**src/rtl/mul_div_seq_pkg.sv**
```systemverilog
// Shared encodings for the iterative multiply/divide unit: opcodes, FSM states and opcode decode helpers.
// No logic of its own.
package mul_div_pkg;

    localparam logic [1:0] OP_MUL  = 2'b00;
    localparam logic [1:0] OP_MULU = 2'b01;
    localparam logic [1:0] OP_DIV  = 2'b10;
    localparam logic [1:0] OP_REM  = 2'b11;

    localparam logic [1:0] IDLE = 2'b00;
    localparam logic [1:0] CALC = 2'b01;
    localparam logic [1:0] FIX  = 2'b10;

    function automatic logic op_is_div(input logic [1:0] op_code);
        return (op_code == OP_DIV) || (op_code == OP_REM);
    endfunction

    function automatic logic op_is_signed(input logic [1:0] op_code);
        return op_code != OP_MULU;
    endfunction

endpackage

```
**src/rtl/mul_div_seq_negate.sv**
```systemverilog
// Conditional two's-complement negator: o_out = i_neg ? -i_in : i_in.
// Purely combinational: invert-and-add-carry, like the datapath adders.
module mul_div_negate #(
    parameter int WIDTH = 8
) (
    input  logic [WIDTH-1:0] i_in,
    input  logic             i_neg,
    output logic [WIDTH-1:0] o_out
);

    logic [WIDTH-1:0] w_inv;
    logic [WIDTH-1:0] w_cin;

    assign w_inv = i_in ^ {WIDTH{i_neg}};
    assign w_cin = {{(WIDTH-1){1'b0}}, i_neg};
    assign o_out = w_inv + w_cin;

endmodule

```
**src/rtl/mul_div_seq.sv**
```systemverilog
// Iterative signed/unsigned multiply and divide: one magnitude step per bit, then one sign-fix cycle.
// done pulses WIDTH+1 cycles after the accept edge; start is ignored while busy and never queued.
module mul_div_seq
    import mul_div_pkg::*;
#(
    parameter int WIDTH = 8,
    parameter int CNT_W = $clog2(WIDTH + 1)
) (
    input  logic             Clock,
    input  logic             Reset,
    input  logic             start,
    input  logic [1:0]       op,
    input  logic [WIDTH-1:0] A,
    input  logic [WIDTH-1:0] B,
    output logic             busy,
    output logic             done,
    output logic [WIDTH-1:0] result,
    output logic [WIDTH-1:0] result_hi,
    output logic             overflow,
    output logic             div_zero
);

    localparam logic [WIDTH-1:0] MIN_VAL   = {1'b1, {(WIDTH-1){1'b0}}};
    localparam logic [CNT_W-1:0] LAST_ITER = CNT_W'(WIDTH - 1);
    localparam logic [CNT_W-1:0] CNT_ONE   = CNT_W'(1);

    logic [1:0]         r_state;
    logic [CNT_W-1:0]   r_cnt;
    logic [1:0]         r_op;
    logic               r_sign_a;
    logic               r_sign_b;
    logic [WIDTH-1:0]   r_b;
    logic [WIDTH-1:0]   r_mag_a;
    logic [WIDTH-1:0]   r_mag_b;
    logic [2*WIDTH-1:0] r_acc;
    logic [WIDTH-1:0]   r_rem;
    logic               r_done;
    logic [WIDTH-1:0]   r_result;
    logic [WIDTH-1:0]   r_result_hi;
    logic               r_overflow;
    logic               r_div_zero;

    logic               w_op_signed;
    logic               w_neg_a;
    logic               w_neg_b;
    logic [WIDTH-1:0]   w_mag_a;
    logic [WIDTH-1:0]   w_mag_b;

    logic [WIDTH-1:0]   w_addend;
    logic [WIDTH:0]     w_sum;
    logic [2*WIDTH-1:0] w_acc_mul_nxt;

    logic [WIDTH:0]     w_shift;
    logic [WIDTH-1:0]   w_diff;
    logic               w_borrow;
    logic               w_ge;
    logic [WIDTH-1:0]   w_rem_nxt;
    logic [WIDTH-1:0]   w_quo_nxt;

    logic               w_sign_q;
    logic [2*WIDTH-1:0] w_prod_fix;
    logic [WIDTH-1:0]   w_quo_fix;
    logic [WIDTH-1:0]   w_rem_fix;
    logic               w_b_zero;
    logic               w_div_ovf;
    logic [WIDTH-1:0]   w_quo_out;
    logic [WIDTH-1:0]   w_result_nxt;
    logic [WIDTH-1:0]   w_result_hi_nxt;
    logic               w_overflow_nxt;
    logic               w_div_zero_nxt;

    // Operand magnitudes; MULU passes raw bits, and |MIN| fits in WIDTH unsigned bits.
    assign w_op_signed = op_is_signed(op);
    assign w_neg_a     = w_op_signed & A[WIDTH-1];
    assign w_neg_b     = w_op_signed & B[WIDTH-1];

    mul_div_negate #(.WIDTH(WIDTH)) u_neg_a (
        .i_in  (A),
        .i_neg (w_neg_a),
        .o_out (w_mag_a)
    );

    mul_div_negate #(.WIDTH(WIDTH)) u_neg_b (
        .i_in  (B),
        .i_neg (w_neg_b),
        .o_out (w_mag_b)
    );

    // Shift-add step: multiplier sits in the low half and is consumed LSB first.
    assign w_addend      = r_acc[0] ? r_mag_a : '0;
    assign w_sum         = {1'b0, r_acc[2*WIDTH-1:WIDTH]} + {1'b0, w_addend};
    assign w_acc_mul_nxt = {w_sum, r_acc[WIDTH-1:1]};

    // Restoring step on the WIDTH+1-bit partial remainder. When its top bit is set the
    // true difference still fits in WIDTH bits, so the modulo-2^WIDTH subtract is exact.
    assign w_shift             = {r_rem, r_acc[WIDTH-1]};
    assign {w_borrow, w_diff}  = {1'b0, w_shift[WIDTH-1:0]} - {1'b0, r_mag_b};
    assign w_ge                = w_shift[WIDTH] | ~w_borrow;
    assign w_rem_nxt           = w_ge ? w_diff : w_shift[WIDTH-1:0];
    assign w_quo_nxt           = {r_acc[WIDTH-2:0], w_ge};

    assign w_sign_q = r_sign_a ^ r_sign_b;

    mul_div_negate #(.WIDTH(2*WIDTH)) u_neg_prod (
        .i_in  (r_acc),
        .i_neg (w_sign_q),
        .o_out (w_prod_fix)
    );

    mul_div_negate #(.WIDTH(WIDTH)) u_neg_quo (
        .i_in  (r_acc[WIDTH-1:0]),
        .i_neg (w_sign_q),
        .o_out (w_quo_fix)
    );

    mul_div_negate #(.WIDTH(WIDTH)) u_neg_rem (
        .i_in  (r_rem),
        .i_neg (r_sign_a),
        .o_out (w_rem_fix)
    );

    // Divide by zero leaves remainder = |A|, which the dividend-sign fix turns back into A.
    assign w_b_zero  = (r_b == '0);
    assign w_div_ovf = r_sign_a & (r_mag_a == MIN_VAL) & (&r_b);
    assign w_quo_out = w_b_zero ? '1 : w_quo_fix;

    always_comb begin
        w_result_nxt    = '0;
        w_result_hi_nxt = '0;
        w_overflow_nxt  = 1'b0;
        w_div_zero_nxt  = 1'b0;
        case (r_op)
            OP_MUL: begin
                w_result_nxt    = w_prod_fix[WIDTH-1:0];
                w_result_hi_nxt = w_prod_fix[2*WIDTH-1:WIDTH];
                w_overflow_nxt  = w_prod_fix[2*WIDTH-1:WIDTH] != {WIDTH{w_prod_fix[WIDTH-1]}};
            end
            OP_MULU: begin
                w_result_nxt    = w_prod_fix[WIDTH-1:0];
                w_result_hi_nxt = w_prod_fix[2*WIDTH-1:WIDTH];
                w_overflow_nxt  = w_prod_fix[2*WIDTH-1:WIDTH] != '0;
            end
            OP_DIV: begin
                w_result_nxt    = w_quo_out;
                w_result_hi_nxt = w_rem_fix;
                w_overflow_nxt  = ~w_b_zero & w_div_ovf;
                w_div_zero_nxt  = w_b_zero;
            end
            default: begin
                w_result_nxt    = w_rem_fix;
                w_result_hi_nxt = w_quo_out;
                w_overflow_nxt  = ~w_b_zero & w_div_ovf;
                w_div_zero_nxt  = w_b_zero;
            end
        endcase
    end

    always_ff @(posedge Clock or posedge Reset) begin
        if (Reset) begin
            r_state     <= IDLE;
            r_cnt       <= '0;
            r_op        <= '0;
            r_sign_a    <= 1'b0;
            r_sign_b    <= 1'b0;
            r_b         <= '0;
            r_mag_a     <= '0;
            r_mag_b     <= '0;
            r_acc       <= '0;
            r_rem       <= '0;
            r_done      <= 1'b0;
            r_result    <= '0;
            r_result_hi <= '0;
            r_overflow  <= 1'b0;
            r_div_zero  <= 1'b0;
        end else begin
            r_done <= 1'b0;
            case (r_state)
                IDLE: begin
                    if (start) begin
                        r_state  <= CALC;
                        r_cnt    <= '0;
                        r_op     <= op;
                        r_sign_a <= w_neg_a;
                        r_sign_b <= w_neg_b;
                        r_b      <= B;
                        r_mag_a  <= w_mag_a;
                        r_mag_b  <= w_mag_b;
                        r_rem    <= '0;
                        r_acc    <= op_is_div(op) ? {{WIDTH{1'b0}}, w_mag_a}
                                                  : {{WIDTH{1'b0}}, w_mag_b};
                    end
                end
                CALC: begin
                    r_cnt <= r_cnt + CNT_ONE;
                    if (op_is_div(r_op)) begin
                        r_acc[WIDTH-1:0] <= w_quo_nxt;
                        r_rem            <= w_rem_nxt;
                    end else begin
                        r_acc <= w_acc_mul_nxt;
                    end
                    if (r_cnt == LAST_ITER) begin
                        r_state <= FIX;
                    end
                end
                FIX: begin
                    r_state     <= IDLE;
                    r_done      <= 1'b1;
                    r_result    <= w_result_nxt;
                    r_result_hi <= w_result_hi_nxt;
                    r_overflow  <= w_overflow_nxt;
                    r_div_zero  <= w_div_zero_nxt;
                end
                default: begin
                    r_state <= IDLE;
                end
            endcase
        end
    end

    assign busy      = (r_state != IDLE);
    assign done      = r_done;
    assign result    = r_result;
    assign result_hi = r_result_hi;
    assign overflow  = r_overflow;
    assign div_zero  = r_div_zero;

endmodule
```
**config.mk**
```make
export PLATFORM = sky130hd
export DESIGN_NAME = mul_div_seq
export DESIGN_NICKNAME = d
export VERILOG_FILES = /design/src/rtl/mul_div_seq_pkg.sv /design/src/rtl/mul_div_seq_negate.sv /design/src/rtl/mul_div_seq.sv
export SDC_FILE = /design/constraint.sdc
export NUM_CORES = 1
export LEC_CHECK = 0
export ABC_AREA = 1
export CORE_MARGIN = 10
export CORE_UTILIZATION = 50
export DETAILED_ROUTE_END_ITERATION = 8
export PLACE_DENSITY_LB_ADDON = 0.2
export SLEW_MARGIN = 25
export SYNTH_ARGS = -nofsm -noshare
export SYNTH_HDL_FRONTEND = slang
export SYNTH_SLANG_ARGS = --single-unit
```
**constraint.sdc**
```tcl
create_clock -name Clock -period 3.2 [get_ports Clock]
set_input_delay 0.48 -clock Clock [delete_from_list [all_inputs] [get_ports Clock]]
set_output_delay 0.48 -clock Clock [all_outputs]
set_load 0.01 [all_outputs]
```
==> results of run 1 <==
-- layer usage --
layer,up-vias,part of all wire (%)
met1,2301,46
li1,2582,-
met2,131,47
met5,-,0
met4,0,2.4
met3,21,5.3
-- kinds of logic after synthesis --
logic type,Yosys count,synth area share [%]
AND/OR/NAND/NOR,369,30.82
AO/OA/AOI/OAI,127,13.37
buffers and inverters,120,8.366
flip-flops,77,33.64
XOR/XNOR,50,7.645
adder cells (fa/ha/maj),27,6.160
-- area by class of cell --
type	instances	area, µm²
multi-input combinational	573	3322
fill	1087	4712
clock inverter	5	82.58
timing repair buffer	50	488.0
inverter	98	367.9
sequential	77	1927
tap	143	178.9
clock buffer	11	242.7
-- cells in the mapped netlist, types with 2 or more instances --
library cell,count
a211oi_1,2
a21oi_1,23
a221oi_1,7
a22o_1,3
a22oi_1,5
a41oi_1,4
buf_2,2
buf_6,3
clkbuf_1,16
dfrtp_1,77
fa_1,2
ha_1,25
inv_1,92
inv_2,5
nand2_1,204
nand2_2,16
nand2_4,9
nand3_1,46
nand3_2,10
nand3b_1,2
nand4_1,4
nor2_1,49
nor2_2,10
nor2_4,5
nor2_8,3
nor3_1,4
nor4_1,2
o211ai_1,6
o21ai_0,58
o21ai_1,3
o21bai_1,2
o221ai_1,2
o22ai_1,5
or2_2,2
xnor2_1,23
xor2_1,27
-- power breakdown --
group          total (W)  switching, W  internal (W)  leakage [nW]
registers        0.00176      0.000372       0.00139         0.977
logic            0.00430       0.00272       0.00158          2.21
clock network    0.00113      0.000423      0.000707         0.160
total            0.00719       0.00351       0.00368          3.34
-- cell usage in the layout, fill, tap and decap left out, types with 10 or more instances in the layout --
| cell type | Yosys | layout |
|---|---|---|
| nor2_2 | 10 | 10 |
| nand3_2 | 10 | 10 |
| inv_1 | 92 | 91 |
| nand3_1 | 46 | 46 |
| nand2_2 | 16 | 16 |
| clkdlybuf4s50_1 | 0 | 40 |
| dfrtp_1 | 77 | 77 |
| xnor2_1 | 23 | 23 |
| a21oi_1 | 23 | 23 |
| ha_1 | 25 | 25 |
| xor2_1 | 27 | 27 |
| nor2_1 | 49 | 49 |
| o21ai_0 | 58 | 58 |
| nand2_1 | 204 | 204 |
-- worst paths after layout --
kind                                                to                   from  depth (start not counted)
worst max-delay path              overflow$_DFFE_PP0P_   r_sign_a$_DFFE_PP0P_                         19
worst min-delay path             result[4]$_DFFE_PP0P_  result[4]$_DFFE_PP0P_                          2
worst max register to register    overflow$_DFFE_PP0P_   r_sign_a$_DFFE_PP0P_                         19
worst min register to register   result[4]$_DFFE_PP0P_  result[4]$_DFFE_PP0P_                          2
max in group asynchronous       r_mag_b[5]$_DFFE_PP0P_                  Reset                          3
min in group asynchronous        result[1]$_DFFE_PP0P_                  Reset                          3
-- sequential cells by signal, indices dropped and copies added (netlist names) --
| name | count |
|---|---|
| r_acc | 16 |
| r_b | 8 |
| r_mag_a | 8 |
| r_mag_b | 8 |
| r_rem | 8 |
| result | 8 |
| result_hi | 8 |
| r_cnt | 4 |
| r_op | 2 |
| r_state | 2 |
| div_zero | 1 |
| done | 1 |
| overflow | 1 |
| r_sign_a | 1 |
| r_sign_b | 1 |
-- metrics by stage --
step           worst slack (ps)  instances  total power, W  util [%]
6_report                  441.6        957        0.007189     58.38
5_1_grt                   196.1        957        0.007853     58.38
4_1_cts                   485.6        957        0.007208     58.38
3_5_place_dp              307.7        941        0.006058     55.50
3_3_place_gp              418.8        941        0.005980     55.50
2_1_floorplan             753.3        770        0.004925         -
-- tightest hold or removal path, cell delays in order, from the launching register on --
cell and delay, ps:
dfrtp_1 340, nand2_1 60, nand2_1 50
==> out/results.ini, run 1 <==
[logic_synthesis]
syn-num-nets = 818
synth.yosys.seq_area_share_pct = 33.64
synth_edf_count = 0
netlist_area_um2 = 5728
yosys_warnings = 0
synthTopCellsByArea = dfrtp_1 (34%), nand2_1 (13%), inv_1 (6.0%)
async_flop_share_pct = 100.0
syn_inst = 770
yosysUniqueCellTypes = 48
ys_seq_elements = 77
synth_top_area_share_pct = 33.64
synthFlopType = dfrtp_1
yosysTopAreaCell = dfrtp_1
syn_area_per_cell_um2 = 7.439

[setup_path]
slowest_delay_ps = 440
worstPathMaxFanout = 12
critPathKind = flip-flop to flip-flop
crit_arrival_ps = 3000
critPathTopFamily = simple AND/OR/NAND/NOR gates
cp.required_ps = 3440
crit_chain = buf_4, nand2_2, nand3_1, nand2_1, inv_1, ha_1, inv_1, nor2_2, nand2_2, nor2_2, nand3_1, nand2_1, nand2_1, nor2_1, nand2_1, nand2_1, nand3_1, nand2_1, inv_1
slowest_stage = dfrtp_1
end_kind = flip-flop
critPathBufInv = 4
start_kind = flip-flop
path_common_cell = nand2_1
rrSetupSlack_ps = 440

[clock_tree]
numCtsBuffers = 9
clk_latency_ps = 350
cts_sinks = 77
tritoncts = yes
postCtsSetupRepairBufs = 0
ctsResizeCount = 0
cts-root-buf = clkbuf_16
clock_path_buffers = 2
clkTransAtPathRegs_ps = 60
cts_hold_buf = 0
cts_max_level = 3

[die]
die_w_um = 127.0
initial_utilization_pct = 50.60
chipHeight_um = 127.0
rows = 39
ios = 41
die_area_um2 = 16140
core-area_um2 = 11320

[cells_and_area]
syn2layout_area_growth_pct = 15.38
finish.instance_area_um2 = 6609
fin_nets = 857
drive_gt1_share_pct = 10.69
diodes = 0

[routing]
drcViolationCount = 0
num_vias = 5035
vias_per_cell = 5.261
wl_um = 14440
firstDrtPassIters = 5
wl_per_cell_um = 15.09
ant_nets = 0
drtIter0Drc = 306

[global_routing]
track_usage_pct = 18.17
gr-usage-met1_pct = 22.26
antenna_found_initial = 0
grt_max_degree = 78
busiest_layer = met2
grt_pass1_wl_um = 24260
use_met2_pct = 30.35
use_met3_pct = 3.474
first_global_vias = 5005
overflow = 0

[sta]
fmax_mhz = 362.5
worstMarginPinSlew_ps = 481.9
finalSetupViolCount = 0
setup_tns_ps = 0
hold_viol_final = 0
max_slew_margin_pct = 67.87
hold-worst-slack_ps = 481.2
drv_slew = 0
fin_crit_sh_pct = 86.20
finalCriticalPeriod_ps = 2758
clock_skew_ps = 8.590
rsz0062_at_grt = false

[placed_design]
io_buffer_count = 40
dp_hpwl_um = 11370
placed_cell_area_um2 = 6284
place.gp.congestion = 0.9285

[power_and_ir_drop]
power.density_nw_per_um2 = 1088
peakVddDrop_uv = 462.8
leakagePower_nw = 3.344

[status]
status = completed

[hold_path]
hold_class = flip-flop to flip-flop

[flow_run]
cap_violations = 0

Power figures use the tool's default switching activity.
==> run 2, diff against run 1 <==
CORE_MARGIN = not set   (was 10)
clock period = 3.4 ns   (was 3.2 ns; I/O delays follow)
==> run 2 against run 1 <==
  * Die area decreased by 26%
  * Final cell count decreased by 0.42%
  * Non-clock buffer count unchanged
  * Core utilization increased by 1.4 points
  * Via count increased by 1.6%
  * Largest power group unchanged
  * Hold slack got worse by 4.7 ps
  * Setup slack improved by 260 ps
  * Final area decreased by 0.74%
  * Maximum frequency increased by 2.1%
  * Clock skew decreased by 1.8 ps
  * Combinational power decreased by 7.2%
  * Clock-buffer cell count increased by 1
==> out/results.ini, run 2 (synthesis results as in run 1) <==
[status]
status = completed

[sta]
fin_crit_sh_pct = 79.45
clock_skew_ps = 6.772
finalCriticalPeriod_ps = 2701
timing.final.ws_setup_ps = 698.7
drv_slew = 0
finalSetupViolCount = 0
setup_tns_ps = 0
hold_viol_final = 0
fmax_mhz = 370.2
max_slew_margin_pct = 42.51
worstMarginPinSlew_ps = 861.1
rsz0062_at_grt = false

[cells_and_area]
layout_commonest_cell = nand2_1
diodes = 0
syn2layout_area_growth_pct = 14.53
drive_gt1_share_pct = 10.46
fin_nets = 857
layout_common_cells = nand2_1 (204), inv_1 (91), dfrtp_1 (77)
largest_reg_flops = 16
nFillCells = 1010
finish.instance_area_um2 = 6560
regMostFlops = r_acc

[placed_design]
io_buffer_count = 40
placed_cell_area_um2 = 6267
dp_hpwl_um = 10950
pre_cts_slack_ps = 462.7
place.gp.congestion = 0.9410

[die]
initial_utilization_pct = 52.15
ios = 41
core-area_um2 = 10980
chipHeight_um = 109.0
die_w_um = 109.0
die_area_um2 = 11890
rows = 38

[clock_tree]
cts_max_level = 3
numCtsBuffers = 9
cts_hold_buf = 0
postCtsSetupRepairBufs = 0
cts_sinks = 77
ctsResizeCount = 0
clkTransAtPathRegs_ps = 60
clk_latency_ps = 350
tritoncts = yes
clock_path_buffers = 2
cts-root-buf = clkbuf_16

[routing]
wl_um = 13980
vias_per_cell = 5.368
drtIter0Drc = 281
ant_nets = 0
wl_per_cell_um = 14.66
num_vias = 5116
firstDrtPassIters = 5
drcViolationCount = 0

[global_routing]
grt_pass1_wl_um = 23640
grt_max_degree = 59
track_usage_pct = 25.93
antenna_found_initial = 0
overflow = 0
first_global_vias = 4954

[power_and_ir_drop]
leakagePower_nw = 3.317
seq_power_share_pct = 25.1
p_sw_w = 0.003268
peakVddDrop_uv = 464.1
sw_frac_of_total_pct = 49.26
power.density_nw_per_um2 = 1011
p_int_w = 0.003366
comb_power_share_pct = 60.2
p_clk_share_pct = 14.7

[setup_path]
worstPathMaxFanout = 11
start_kind = flip-flop
crit_arrival_ps = 2940
crit_path_start = r_sign_a$_DFFE_PP0P_
cp.required_ps = 3640
critPathKind = flip-flop to flip-flop
r2r_start = r_sign_a$_DFFE_PP0P_
end_kind = flip-flop

[hold_path]
hold_class = flip-flop to flip-flop
hp-start = result[3]$_DFFE_PP0P_

[flow_run]
cap_violations = 0

[run 2: cell types whose count changed in the layout (fill, tap and decap cells not counted), sizes merged]
cell	change
bufinv	-1
clkinvlp	+1
clkbuf	+1
inv	-1
clkinv	-1
[run 2: worst paths after layout]
kind,to,slack [ps],depth (start not counted)
max in group asynchronous,r_state[1]$_DFFE_PP0P_,1950,3
min in group asynchronous,result[4]$_DFFE_PP0P_,660,2
worst max register to register,overflow$_DFFE_PP0P_,700,18
worst min register to register,result[3]$_DFFE_PP0P_,480,2
worst max-delay path,overflow$_DFFE_PP0P_,700,18
worst min-delay path,result[3]$_DFFE_PP0P_,480,2
[run 2: final cells by class]
| cell class | count | area [µm²] | share of cell area (%) |
|---|---|---|---|
| multi-input cells | 573 | 3322 | 50.64 |
| clock inverters | 3 | 46.29 | 0.7057 |
| clock buffers | 12 | 246.5 | 3.757 |
| inverters | 98 | 367.9 | 5.607 |
| flip-flops and latches | 77 | 1927 | 29.37 |
| repair buffers | 50 | 475.5 | 7.248 |
| well taps | 140 | 175.2 | 2.670 |
[run 2: power by group through the flow]
stage	combinational [W]	sequential (W)	clock [W]
after floorplan	0.00304	0.00160	0
after global routing	0.00451	0.00172	0.00103
after CTS	0.00398	0.00166	0.000992
after detailed placement	0.00396	0.00167	0
final	0.00399	0.00166	0.000977
after global placement	0.00387	0.00166	0
[run 2: through the flow]
step / hold slack [ps] / utilization, % / std cells / power [W]
5_1_grt: 505.4 / 59.73 / 953 / 0.007259
6_report: 476.5 / 59.73 / 953 / 0.006634
4_1_cts: 483.6 / 59.73 / 953 / 0.006634
3_5_place_dp: 467.0 / 57.06 / 938 / 0.005630
3_3_place_gp: 463.7 / 57.06 / 938 / 0.005532
2_1_floorplan: 452.8 / - / 770 / 0.004635
[run 2: routing by layer]
layer	wire length [µm]	share of wire (%)	vias to the layer above	global-route usage (%)
met5	0	0	-	0
met1	6480	46	2368	32.77
li1	-	-	2589	-
met4	403	2.9	0	11.68
met3	456	3.3	29	3.586
met2	6634	47	130	43.85
[run 2: critical path, cell delays in order (launching register included)]
cell and delay (ps):
dfrtp_1 410, buf_4 250, nand2_4 140, nand2_2 180, ha_1 230, ha_1 200, inv_1 70, nor2_2 110
nand2_2 120, nor2_2 220, nand3_1 110, nand2_1 110, nand2_1 60, nor2_1 80, nand2_1 50, nand2_1 50
nand3_1 80, nand2_1 70, inv_1 40
==> run 3, diff against run 2 <==
clock period = 2.3 ns   (was 3.4 ns; I/O delays follow)
==> run 3 against run 2 <==
  * Combinational power increased by 92%
  * First-iteration DRC count increased by 23%
  * Maximum frequency increased by 18%
  * Sequential power increased by 51%
  * Final area increased by 14%
  * Wire length increased by 13%
  * Non-clock buffer count increased by 65
  * Die area unchanged
  * Flip-flop and latch count unchanged
  * Sequential share of layout area decreased by 3.5 points
  * Critical path type unchanged
  * Critical endpoint unchanged
==> out/results.ini, run 3 (synthesis results as in run 1) <==
[placed_design]
pre_cts_slack_ps = -143.4
io_buffer_count = 40
dp_hpwl_um = 11510
dpl.cell_count = 986
place.gp.congestion = 0.9073

[global_routing]
overflow = 0
gr-usage-met1_pct = 33.41
use_met2_pct = 46.59
track_usage_pct = 27.10
use_met3_pct = 3.168
busiest_layer = met2
antenna_found_initial = 0
grt_max_degree = 78
grt_pass1_wl_um = 24500
first_global_vias = 5095

[die]
chipHeight_um = 109.0
core-area_um2 = 10980
die_w_um = 109.0
rows = 38
initial_utilization_pct = 52.15
die_area_um2 = 11890
ios = 41

[sta]
fin_crit_sh_pct = 99.92
finalSetupViolCount = 0
rsz0062_at_grt = true
max_slew_margin_pct = 62.11
fmax_mhz = 435.2
timing.final.ws_setup_ps = 1.950
setup_tns_ps = 0
worstMarginPinSlew_ps = 561.0
drv_slew = 0
hold_viol_final = 0
clock_skew_ps = 3.915
finalCriticalPeriod_ps = 2298

[setup_path]
worstPathMaxFanout = 5
cp.required_ps = 2590
slowest_delay_ps = 480
crit_arrival_ps = 2590
critPathBufInv = 3
path_common_cell = nand2_1
critPathTopFamily = simple AND/OR/NAND/NOR gates
critPathKind = flip-flop to flip-flop
slowest_stage = dfrtp_2
start_kind = flip-flop
end_kind = flip-flop
crit_chain = inv_4, nand2_4, nand2_4, ha_4, ha_4, inv_1, nor2_2, nand2_4, nor2_4, nand2_1, nand2_1, nand2_1, nand2_2, nor2_2, nand2_1, nand2_2, nand3_2, nand2_2, inv_2

[clock_tree]
clkTransAtPathRegs_ps = 60
clock_path_buffers = 2
cts_hold_buf = 0
tritoncts = yes
cts_sinks = 77
cts_max_level = 3
clk_latency_ps = 340
cts-root-buf = clkbuf_16
numCtsBuffers = 9

[routing]
vias_per_cell = 5.411
firstDrtPassIters = 5
drcViolationCount = 0
num_vias = 5503
ant_nets = 0
wl_per_cell_um = 15.50
drtIter0Drc = 347
wl_um = 15760

[flow_run]
cap_violations = 0

[cells_and_area]
largest_reg_flops = 16
diodes = 0
regMostFlops = r_acc
layout_common_cells = nand2_1 (187), inv_1 (89), dfrtp_1 (75)
nFillCells = 917
utilization_pct = 67.82
layout_commonest_cell = nand2_1
drive_gt1_share_pct = 22.81
final_cells = 1017
fin_nets = 922
syn2layout_area_growth_pct = 30.03

[power_and_ir_drop]
power_w = 0.01170
power.density_nw_per_um2 = 1570
peakVddDrop_uv = 729.3
leakagePower_nw = 3.718

[status]
status = completed

[hold_path]
hold_class = primary input to asynchronous set/reset pin

-- run 3: cell count changes in the layout (fill, tap and decap cells not counted), moves of 4 or more --
cell / previous run / this run
nand2_1: 204 / 187
nor2_4: 5 / 10
nand2_4: 9 / 17
nand3_2: 10 / 18
buf_4: 10 / 67
nand3_1: 46 / 35
ha_1: 25 / 19
ha_4: 0 / 4
nand2_2: 16 / 24
-- run 3: worst paths after layout --
check | startpoint | endpoint | slack (ps) | cells after the start
worst max register to register | r_sign_a$_DFFE_PP0P_ | overflow$_DFFE_PP0P_ | 2 | 19
min in group Clock | r_mag_b[4]$_DFFE_PP0P_ | r_mag_b[4]$_DFFE_PP0P_ | 480 | 2
worst max-delay path | r_sign_a$_DFFE_PP0P_ | overflow$_DFFE_PP0P_ | 2 | 19
worst min register to register | r_mag_b[4]$_DFFE_PP0P_ | r_mag_b[4]$_DFFE_PP0P_ | 480 | 2
worst min-delay path | Reset | r_b[5]$_DFFE_PP0P_ | 470 | 3
max in group asynchronous | Reset | r_sign_b$_DFFE_PP0P_ | 1510 | 3
-- run 3: power breakdown --
| group | switching, W | leakage (nW) | internal (W) |
|---|---|---|---|
| Combinational | 0.00440 | 2.59 | 0.00325 |
| Clock | 0.000576 | 0.154 | 0.000968 |
| Sequential | 0.000562 | 0.974 | 0.00194 |
-- run 3: final cells by class --
cell class	instances	area [µm²]	share of cell area, %
clock buffer	10	239.0	3.208
clock inverter	4	73.82	0.9911
inverter	98	376.6	5.056
multi-input combinational	573	3617	48.56
sequential	77	1929	25.90
tap	140	175.2	2.352
timing repair buffer	115	1037	13.93
-- run 3: worst reg2reg max path: cells and delay by family (launching register included) --
kind          cells  cell delay (ps)
flops             1              480
fa+ha+maj         2              270
simple gates     14             1300
buf+inv           3              200
-- run 3: layer usage --
| layer | vias up | wire length (µm) |
|---|---|---|
| li1 | 2711 | - |
| met1 | 2611 | 6701 |
| met2 | 140 | 7925 |
| met3 | 41 | 593 |
| met4 | 0 | 540 |
| met5 | - | 0 |
-- run 3: timing repair --
action / in CTS / in global routing
setup endpoints to repair: 3 / 18
setup buffers: 0 / 16
resized for setup: 2 / 76
pin swaps: 0 / 39
cloned: 0 / 1
-- run 3: metrics by stage --
stage	area, µm²	hold slack (ps)
floorplan	5734	452.8
global placement	6669	465.0
detailed placement	6669	474.5
CTS	6987	481.9
global route	7448	501.5
finish	7448	468.5
